### config.mk
export PLATFORM = sky130hd
export DESIGN_NAME = instr_aligner_flat
export DESIGN_NICKNAME = d
export VERILOG_FILES = /design/src/rtl/instr_aligner_pkg.sv /design/src/rtl/instr_aligner_if.sv /design/src/rtl/instr_aligner_out_stage.sv /design/src/rtl/instr_aligner.sv /design/src/flat_wrapper.sv
export SDC_FILE = /design/constraint.sdc
export NUM_CORES = 1
export LEC_CHECK = 0
export CAP_MARGIN = 20
export CORE_MARGIN = 4
export CORE_UTILIZATION = 49
export CTS_BUF_LIST = sky130_fd_sc_hd__clkbuf_4 sky130_fd_sc_hd__clkbuf_8
export DETAILED_ROUTE_END_ITERATION = 7
export GPL_ROUTABILITY_DRIVEN = 0
export MAX_ROUTING_LAYER = met4
export PLACE_DENSITY = 0.83
export RECOVER_POWER = 50
export SLEW_MARGIN = 10
export SYNTH_ARGS = -nofsm -noshare
export SYNTH_HDL_FRONTEND = slang
export SYNTH_HIERARCHICAL = 1
export SYNTH_SLANG_ARGS = --single-unit
### constraint.sdc
create_clock -name clk -period 2.3 [get_ports clk]
set_input_delay 0.46 -clock clk [delete_from_list [all_inputs] [get_ports clk]]
set_output_delay 0.46 -clock clk [all_outputs]
set_load 0.02 [all_outputs]
### src/rtl/instr_aligner_pkg.sv
// Shared types and helpers for the fetch-side instruction aligner.
// The RVC path is compiled in only when INSTR_ALIGNER_RVC_EN is defined.
package fetch_pkg;

    typedef enum logic [1:0] {
        ALIGNED   = 2'd0,
        HALF      = 2'd1,
        SKIP_HALF = 2'd2
    } align_state_e;

    localparam int ILEN = 32;
    localparam int HLEN = 16;

    // A halfword starts a 16-bit RVC encoding unless its low two bits are 2'b11.
    function automatic logic is_rvc(input logic [1:0] op);
        return op != 2'b11;
    endfunction

endpackage

### src/rtl/instr_aligner_if.sv
// FIFO read port plus decode-side valid/ready bundle for instr_aligner.
// The master modport is the aligner; the slave modport is the FIFO and decode side.
interface instr_aligner_if import fetch_pkg::*; #(
    parameter int XLEN = 32
);
    logic            fifo_empty;
    logic [ILEN-1:0] fifo_head;
    logic            fifo_rd_en;
    logic            fifo_clear;
    logic            instr_valid;
    logic            instr_ready;
    logic [ILEN-1:0] instr_data;
    logic [XLEN-1:0] instr_pc;
    logic            instr_is_compressed;

    modport master (
        input  fifo_empty, fifo_head, instr_ready,
        output fifo_rd_en, fifo_clear, instr_valid, instr_data, instr_pc, instr_is_compressed
    );

    modport slave (
        output fifo_empty, fifo_head, instr_ready,
        input  fifo_rd_en, fifo_clear, instr_valid, instr_data, instr_pc, instr_is_compressed
    );
endinterface

### src/rtl/instr_aligner_out_stage.sv
// Valid/ready register stage carrying instruction, PC and compressed flag to decode.
// A synchronous clear drops the held instruction on a redirect.
module instr_out_stage import fetch_pkg::*; #(
    parameter int XLEN = 32
) (
    input  logic            clk,
    input  logic            reset_n,
    input  logic            i_clear,
    input  logic            i_load,
    input  logic            i_valid,
    input  logic [ILEN-1:0] i_data,
    input  logic [XLEN-1:0] i_pc,
    input  logic            i_is_c,
    output logic            o_valid,
    output logic [ILEN-1:0] o_data,
    output logic [XLEN-1:0] o_pc,
    output logic            o_is_c
);
    logic            r_valid;
    logic [ILEN-1:0] r_data;
    logic [XLEN-1:0] r_pc;
    logic            r_is_c;

    // NOTE: clocked state uses non-blocking assignments so every flop samples pre-edge values.
    always_ff @(posedge clk or negedge reset_n) begin
        if (!reset_n) begin
            r_valid <= 1'b0;
            r_data  <= '0;
            r_pc    <= '0;
            r_is_c  <= 1'b0;
        end else if (i_clear) begin
            r_valid <= 1'b0;
        end else if (i_load) begin
            r_valid <= i_valid;
            if (i_valid) begin
                r_data <= i_data;
                r_pc   <= i_pc;
                r_is_c <= i_is_c;
            end
        end
    end

    assign o_valid = r_valid;
    assign o_data  = r_data;
    assign o_pc    = r_pc;
    assign o_is_c  = r_is_c;
endmodule

### src/rtl/instr_aligner.sv
// Re-cuts 32-bit fetch words into RV32 instructions and owns the FIFO flush on redirect.
// Define INSTR_ALIGNER_RVC_EN to enable 16-bit compressed support and halfword alignment.
module instr_aligner import fetch_pkg::*; #(
    parameter int              XLEN     = 32,
    parameter logic [XLEN-1:0] RESET_PC = '0
) (
    input  logic            clk,
    input  logic            reset_n,
    input  logic            i_redirect,
    input  logic [XLEN-1:0] i_redirect_pc,
    instr_aligner_if.master bus
);
    logic            w_redirect;
    logic            w_adv;
    logic            w_pop;
    logic            w_emit;
    logic [ILEN-1:0] w_data;
    logic            w_is_c;
    logic            w_out_valid;
    logic [XLEN-1:0] w_redirect_pc;
    logic [XLEN-1:0] r_next_pc;

    // Reset masks the combinational FIFO controls so nothing is popped or flushed in reset.
    assign w_redirect     = i_redirect & reset_n;
    assign w_adv          = !w_out_valid | bus.instr_ready;
    assign bus.fifo_clear = w_redirect;
    assign bus.fifo_rd_en = w_pop & reset_n;

`ifdef INSTR_ALIGNER_RVC_EN
    align_state_e    r_state;
    align_state_e    w_state_nxt;
    logic [HLEN-1:0] r_res;
    logic [HLEN-1:0] w_res_nxt;

    assign w_redirect_pc = i_redirect_pc;

    always_comb begin
        // NOTE: every always_comb output gets a default first so no path can infer a latch.
        w_pop       = 1'b0;
        w_emit      = 1'b0;
        w_data      = bus.fifo_head;
        w_is_c      = 1'b0;
        w_state_nxt = r_state;
        w_res_nxt   = r_res;
        if (w_adv && !w_redirect) begin
            unique case (r_state)
                ALIGNED: if (!bus.fifo_empty) begin
                    w_pop  = 1'b1;
                    w_emit = 1'b1;
                    if (is_rvc(bus.fifo_head[1:0])) begin
                        w_data      = {16'h0000, bus.fifo_head[15:0]};
                        w_is_c      = 1'b1;
                        w_res_nxt   = bus.fifo_head[31:16];
                        w_state_nxt = HALF;
                    end
                end
                HALF: if (is_rvc(r_res[1:0])) begin
                    w_emit      = 1'b1;
                    w_data      = {16'h0000, r_res};
                    w_is_c      = 1'b1;
                    w_state_nxt = ALIGNED;
                end else if (!bus.fifo_empty) begin
                    w_pop     = 1'b1;
                    w_emit    = 1'b1;
                    w_data    = {bus.fifo_head[15:0], r_res};
                    w_res_nxt = bus.fifo_head[31:16];
                end
                SKIP_HALF: if (!bus.fifo_empty) begin
                    w_pop = 1'b1;
                    // Upper half either is a whole RVC instr or starts a straddling 32-bit one.
                    if (is_rvc(bus.fifo_head[17:16])) begin
                        w_emit      = 1'b1;
                        w_data      = {16'h0000, bus.fifo_head[31:16]};
                        w_is_c      = 1'b1;
                        w_state_nxt = ALIGNED;
                    end else begin
                        w_res_nxt   = bus.fifo_head[31:16];
                        w_state_nxt = HALF;
                    end
                end
                default: w_state_nxt = ALIGNED;
            endcase
        end
    end

    always_ff @(posedge clk or negedge reset_n) begin
        if (!reset_n) begin
            r_state <= ALIGNED;
            r_res   <= '0;
        end else if (w_redirect) begin
            r_state <= i_redirect_pc[1] ? SKIP_HALF : ALIGNED;
            r_res   <= '0;
        end else begin
            r_state <= w_state_nxt;
            r_res   <= w_res_nxt;
        end
    end
`else
    // Without RVC every fetch word is one 32-bit instruction on a word boundary.
    assign w_redirect_pc = i_redirect_pc & ~XLEN'(2);
    assign w_pop         = w_adv & !w_redirect & !bus.fifo_empty;
    assign w_emit        = w_pop;
    assign w_data        = bus.fifo_head;
    assign w_is_c        = 1'b0;
`endif

    always_ff @(posedge clk or negedge reset_n) begin
        if (!reset_n)        r_next_pc <= RESET_PC;
        else if (w_redirect) r_next_pc <= w_redirect_pc;
        else if (w_emit)     r_next_pc <= r_next_pc + (w_is_c ? XLEN'(2) : XLEN'(4));
    end

    instr_out_stage #(.XLEN(XLEN)) u_out_stage (
        .clk     (clk),
        .reset_n (reset_n),
        .i_clear (w_redirect),
        .i_load  (w_adv),
        .i_valid (w_emit),
        .i_data  (w_data),
        .i_pc    (r_next_pc),
        .i_is_c  (w_is_c),
        .o_valid (w_out_valid),
        .o_data  (bus.instr_data),
        .o_pc    (bus.instr_pc),
        .o_is_c  (bus.instr_is_compressed)
    );

    assign bus.instr_valid = w_out_valid;
endmodule

### src/flat_wrapper.sv
// flat-port wrapper written by rule: the top's interface ports become plain ports
module instr_aligner_flat import fetch_pkg::*;
#(
    parameter int              XLEN     = 32,
    parameter logic [XLEN-1:0] RESET_PC = '0
)
  (clk, reset_n, i_redirect, i_redirect_pc, bus_fifo_empty, bus_fifo_head, bus_instr_ready, bus_fifo_rd_en, bus_fifo_clear, bus_instr_valid, bus_instr_data, bus_instr_pc, bus_instr_is_compressed);
  instr_aligner_if #(.XLEN(XLEN)) bus_i ();
  input  logic clk;
  input  logic reset_n;
  input  logic i_redirect;
  input  logic [XLEN-1:0] i_redirect_pc;
  input wire logic [$bits(bus_i.fifo_empty)-1:0] bus_fifo_empty;
  input wire logic [$bits(bus_i.fifo_head)-1:0] bus_fifo_head;
  input wire logic [$bits(bus_i.instr_ready)-1:0] bus_instr_ready;
  output wire logic [$bits(bus_i.fifo_rd_en)-1:0] bus_fifo_rd_en;
  output wire logic [$bits(bus_i.fifo_clear)-1:0] bus_fifo_clear;
  output wire logic [$bits(bus_i.instr_valid)-1:0] bus_instr_valid;
  output wire logic [$bits(bus_i.instr_data)-1:0] bus_instr_data;
  output wire logic [$bits(bus_i.instr_pc)-1:0] bus_instr_pc;
  output wire logic [$bits(bus_i.instr_is_compressed)-1:0] bus_instr_is_compressed;
  assign bus_i.fifo_empty = bus_fifo_empty;
  assign bus_i.fifo_head = bus_fifo_head;
  assign bus_i.instr_ready = bus_instr_ready;
  assign bus_fifo_rd_en = bus_i.fifo_rd_en;
  assign bus_fifo_clear = bus_i.fifo_clear;
  assign bus_instr_valid = bus_i.instr_valid;
  assign bus_instr_data = bus_i.instr_data;
  assign bus_instr_pc = bus_i.instr_pc;
  assign bus_instr_is_compressed = bus_i.instr_is_compressed;
  instr_aligner #(.XLEN(XLEN), .RESET_PC(RESET_PC)) u_core (.clk(clk), .reset_n(reset_n), .i_redirect(i_redirect), .i_redirect_pc(i_redirect_pc), .bus(bus_i));
endmodule
# Word-level counts from Yosys, hierarchy flattened
# Index checks and enable logic that the tools add are counted.
# word_totals
reg_bits	97
in_bits	69
elab_cells	21
# classes
muxes	4
n_reduce_logical	6
n_bitwise	6
add_sub_neg	1
# ops
cell	count
$mux 32	2
$add 32x3->32 const B	1
$and 1x1->1	4
$reduce_bool 2->1	2
$logic_not 1->1	3
$reduce_and 3->1	1
$mux 1	2
$not 1->1	1
$or 1x1->1	1

# Depth between registers and ports, before layout
# logic_depth
depth_word	6
depth_mapped	8
mapped_depth_nobuf	6

# Cells and area by module
# Netlist, hierarchy kept.
# modules_own_cells
mod	cells_each	instances	area_per_inst_um2
instr_out_stage	141	1	2665.1
instr_aligner	200	1	1800.5

# Worst setup path after synthesis
# OpenSTA, ideal clock, no wires.
# synth_path
path_kind	input to register
startpoint	input port reset_n
endpoint	register u_core.u_out_stage.r_data[0], in the netlist u_core/u_out_stage/o_data[0]
cell_stages	8
arrival_time_ps	2025
path_buffers	3
setup_slack_ps	150
cell_sequence	nand2_1 -> inv_1 -> clkbuf_1 -> nor3_1 -> nand3b_1 -> buf_6 -> buf_6 -> mux2_4
# synth_between
elab_chain_len	5
elab_cells_between_ends	6
# synth_rtl
element	line	source
from (decl)	flat_wrapper.sv:10	input logic reset_n;
$and 1x1->1	instr_aligner.sv:24	assign w_redirect = i_redirect & reset_n;
named net bus_fifo_clear	flat_wrapper.sv:17	output wire logic [$bits(bus_i.fifo_clear)-1:0] bus_fifo_clear;
$logic_not 1->1	instr_aligner.sv:101	assign w_pop = w_adv & !w_redirect & !bus.fifo_empty;
$and 1x1->1 (2 in a row)	instr_aligner.sv:101	
named net u_core.w_emit	instr_aligner.sv:16	logic w_emit;
$reduce_and 3->1 (no source line)	n/a	
to (signal assigned)	instr_aligner_out_stage.sv:36	r_data <= i_data;
to (decl)	instr_aligner_out_stage.sv:20	logic [ILEN-1:0] r_data;
# The timed path passes the listed nets, and every way through them passes these cells.
# A chain may end at the register's enable or synchronous reset.

# Final worst setup path
# layout_path
startpoint	input port bus_instr_ready
endpoint	register u_core.r_next_pc[28]
# layout_between
elab_chain_len	4
# layout_rtl
element	line	source
from (decl)	flat_wrapper.sv:15	input wire logic [$bits(bus_i.instr_ready)-1:0] bus_instr_ready;
$or 1x1->1	instr_aligner.sv:25	assign w_adv = !w_out_valid | bus.instr_ready;
$and 1x1->1 (2 in a row)	instr_aligner.sv:101	
$reduce_bool 2->1 (no source line)	n/a	
to (signal assigned)	instr_aligner.sv:109	else if (w_redirect) r_next_pc <= w_redirect_pc;
to (signal assigned)	instr_aligner.sv:110	else if (w_emit) r_next_pc <= r_next_pc + (w_is_c ? XLEN'(2) : XLEN'(4));
to (decl)	instr_aligner.sv:21	logic [XLEN-1:0] r_next_pc;
# No other way between the ends.

==> flow_metrics.env <==
export IMPL_grt_busiest_layer="met2"
export IMPL_die_h_um=103
export IMPL_via_per_inst=5.06
export IMPL_clockRootBuffer="clkbuf_8"
export IMPL_cts_buffers_inserted=9
export IMPL_seqCellArea_mm2=0.00243
export IMPL_grt_ovfl_total=0
export IMPL_nets=560
export IMPL_leakagePower_nw=2.71
export IMPL_cts_setup_buffers=0
export IMPL_period_minus_slack_ns=2.06
export IMPL_die_width_um=103
export IMPL_dp_hpwl_um=7660
export IMPL_cp_slowest_cell="or4_1"
export IMPL_drt_iter0_drc=56
export IMPL_p_clk_frac=0.196
export IMPL_relSlewSlack=0.424
export IMPL_grt_met3_usage=0.0349
export IMPL_crit_path_end_kind="flip-flop"
export IMPL_stdcell_area_mm2=0.00613
export IMPL_worstPathArrival_ns=2.36
export IMPL_hold_path_class="in2async"
export IMPL_synth_ff_type="dfrtp_1"
export IMPL_cap_violations=0
export IMPL_core_area_mm2=0.00881
export IMPL_met1_usage=0.258
export IMPL_switching_share=0.329
export IMPL_wl_per_cell_um=16.9
export IMPL_initial_core_util=0.507
export IMPL_tightestPinTransition_ns=0.864
export IMPL_peakVddDrop_v=0.000717
export IMPL_status="finished, final reports clean"
export IMPL_fillers=642
export IMPL_setup_violations=0
export IMPL_p_sw_mw=1.74
export IMPL_yosysTopAreaCell="dfrtp_1"
export IMPL_p_int_mw=3.55
export IMPL_rsz0062_at_grt="no"
export IMPL_pwr_share_comb=0.355
export IMPL_clk_pin_slew_ns=0.10
export IMPL_slowest_delay_ns=0.48
export IMPL_synth_common_cells="97 x dfrtp_1, 50 x mux2_4, 40 x nand2_1, 26 x o21ai_1, 23 x xor2_1"
export IMPL_synth_edf_count=0
export IMPL_cp_cell_sequence="clkdlybuf4s50_1 > nor2b_1 > clkbuf_1 > clkbuf_1 > nor3_1 > nand3_2 > or4_1 > nand3_1"
export IMPL_drtPass1Iterations=4
export IMPL_antenna_cells=0
export IMPL_clock_skew_ns=0.00858
export IMPL_worstSetupPathType="in2reg"
export IMPL_power_per_cell_area_mw_per_mm2=864
export IMPL_grt_max_degree=66
export IMPL_crit_family="simple AND/OR/NAND/NOR gates"
export IMPL_htreeDepth=3
export IMPL_maxSlewViolCount=0
export IMPL_vias=3054
export IMPL_synthesis_area_mm2=0.00447
export IMPL_numClockSinks=97
export IMPL_path_common_cell="clkbuf_1"
export IMPL_port_buffers=135
export IMPL_max_freq_mhz=484
export IMPL_grt_util_all_layers=0.210
export IMPL_yosysMostFrequentCell="dfrtp_1"
export IMPL_critPathLaunchType="primary input"
export IMPL_pwr_share_seq=0.449
export IMPL_io_pins=137
export IMPL_crit_buf_inv=3
export IMPL_hold_viol_final=0
export IMPL_insertion_delay_ns=0.36
export IMPL_drc=0
export IMPL_rows=34
export IMPL_yosysWarnings=6
export IMPL_ys_seq_area_frac=0.544
export IMPL_async_flop_share=1.00
export IMPL_postRouteAntennaNets=0
export IMPL_power_mw=5.30
export IMPL_clk_path_buf_depth=2
export IMPL_antenna_found_initial=0
export IMPL_ys_ff_latch=97
export IMPL_cts_tree="done"
export IMPL_multi_input_area_mm2=0.00191
export IMPL_placed_area_mm2=0.00599
export IMPL_syn_area_per_cell_um2=13.1
export IMPL_drive_gt1_frac=0.210
export IMPL_final_setup_tns_ns=0
export IMPL_synthTopCellsByArea="dfrtp_1 54%, mux2_4 17%, xor2_1 4.5%, mux2_2 3.8%, nand2_1 3.4%"
export IMPL_synthDominantCellAreaShare=0.544
export IMPL_path_depth=8
export IMPL_required_ns=2.60
export IMPL_grt_pass1_vias=3326
export IMPL_dieArea_mm2=0.0107
export IMPL_area_delta_synth_final_pct=37.4
export IMPL_ff2ff_path_depth=7
export IMPL_holdBufCountCts=0
export IMPL_synthCells=341
export IMPL_gr_usage_met2=0.356
export IMPL_grt_pass1_wl_um=16800
export IMPL_synth_cell_type_count=35
export IMPL_fin_crit_sh=0.898
export IMPL_path_max_fanout=6
export IMPL_holdWs_ns=0.219
export IMPL_totalWireLength_um=10200
==> final timing paths <==
path	start	end	slack, ns
max	bus_instr_ready	u_core/r_next_pc[28]	0.24
min	reset_n	u_core/u_out_stage/o_data[17]	0.22
max reg2reg	u_core/u_out_stage/o_valid	u_core/r_next_pc[28]	0.30
min reg2reg	u_core/r_next_pc[0]	u_core/r_next_pc[0]	0.48
max in group asynchronous	reset_n	u_core/r_next_pc[2]	0.83
min in group clk	u_core/r_next_pc[0]	u_core/r_next_pc[0]	0.48
==> area by class of cell <==
class                           instances  area share
Sequential cell                        97       0.396
Multi-Input combinational cell        226       0.311
Timing Repair Buffer                  152       0.238
Tap cell                              108      0.0220
Clock buffer                            9      0.0202
Clock inverter                          7      0.0102
Inverter                                4     0.00245
==> flip-flops by register name, indices dropped and copies added (netlist names) <==
register,flops
u_core/r_next_pc,31
u_core/u_out_stage/o_is_c,1
u_core/u_out_stage/o_valid,1
u_core/u_out_stage/o_pc,32
u_core/u_out_stage/o_data,32
==> per-stage QoR <==
stage / worst slack, ns / utilization / std cells
CTS: 0.0278 / 0.701 / 603
global placement: -0.0364 / 0.680 / 587
finish: 0.236 / 0.697 / 603
global route: 0.0980 / 0.697 / 603
detailed placement: -0.0515 / 0.680 / 587
floorplan: 0.150 / - / 342
==> power groups by stage <==
stage	clock, mW	sequential [mW]	combinational, mW
floorplan	0	2.75	0.655
global placement	0	2.39	1.91
detailed placement	0	2.41	1.94
CTS	1.07	2.39	1.95
global route	1.15	2.44	2.00
finish	1.04	2.38	1.88
==> per-layer routing <==
layer / vias up / share of wire
met5: - / 0
met4: 0 / 0.018
met3: 15 / 0.032
met2: 72 / 0.52
met1: 1480 / 0.43
li1: 1487 / -
==> placed cells by master, fill, tap and decap left out, types with 10 or more instances in the layout <==
cell type	n
dlygate4sd3_1	17
nand4_1	10
mux2_2	15
nand2_1	40
xor2_1	23
buf_4	12
mux2_4	50
o21ai_1	20
nand3_1	14
dfrtp_1	97
clkdlybuf4s50_1	115
==> what timing repair did <==
action,in CTS,in global routing
setup endpoints to repair,1,1
cloned,0,0
gates resized for setup,1,1
==> logic make-up after synthesis <==
kind of cell,share of synthesized area
compound gates,0.0370
xor+xnor,0.0530
fa+ha+maj,0.00280
buf+inv,0.0269
flops,0.544
mux,0.210
other cells,0.000840
simple gates,0.126
Note: power is estimated with default switching activity, not from simulation.
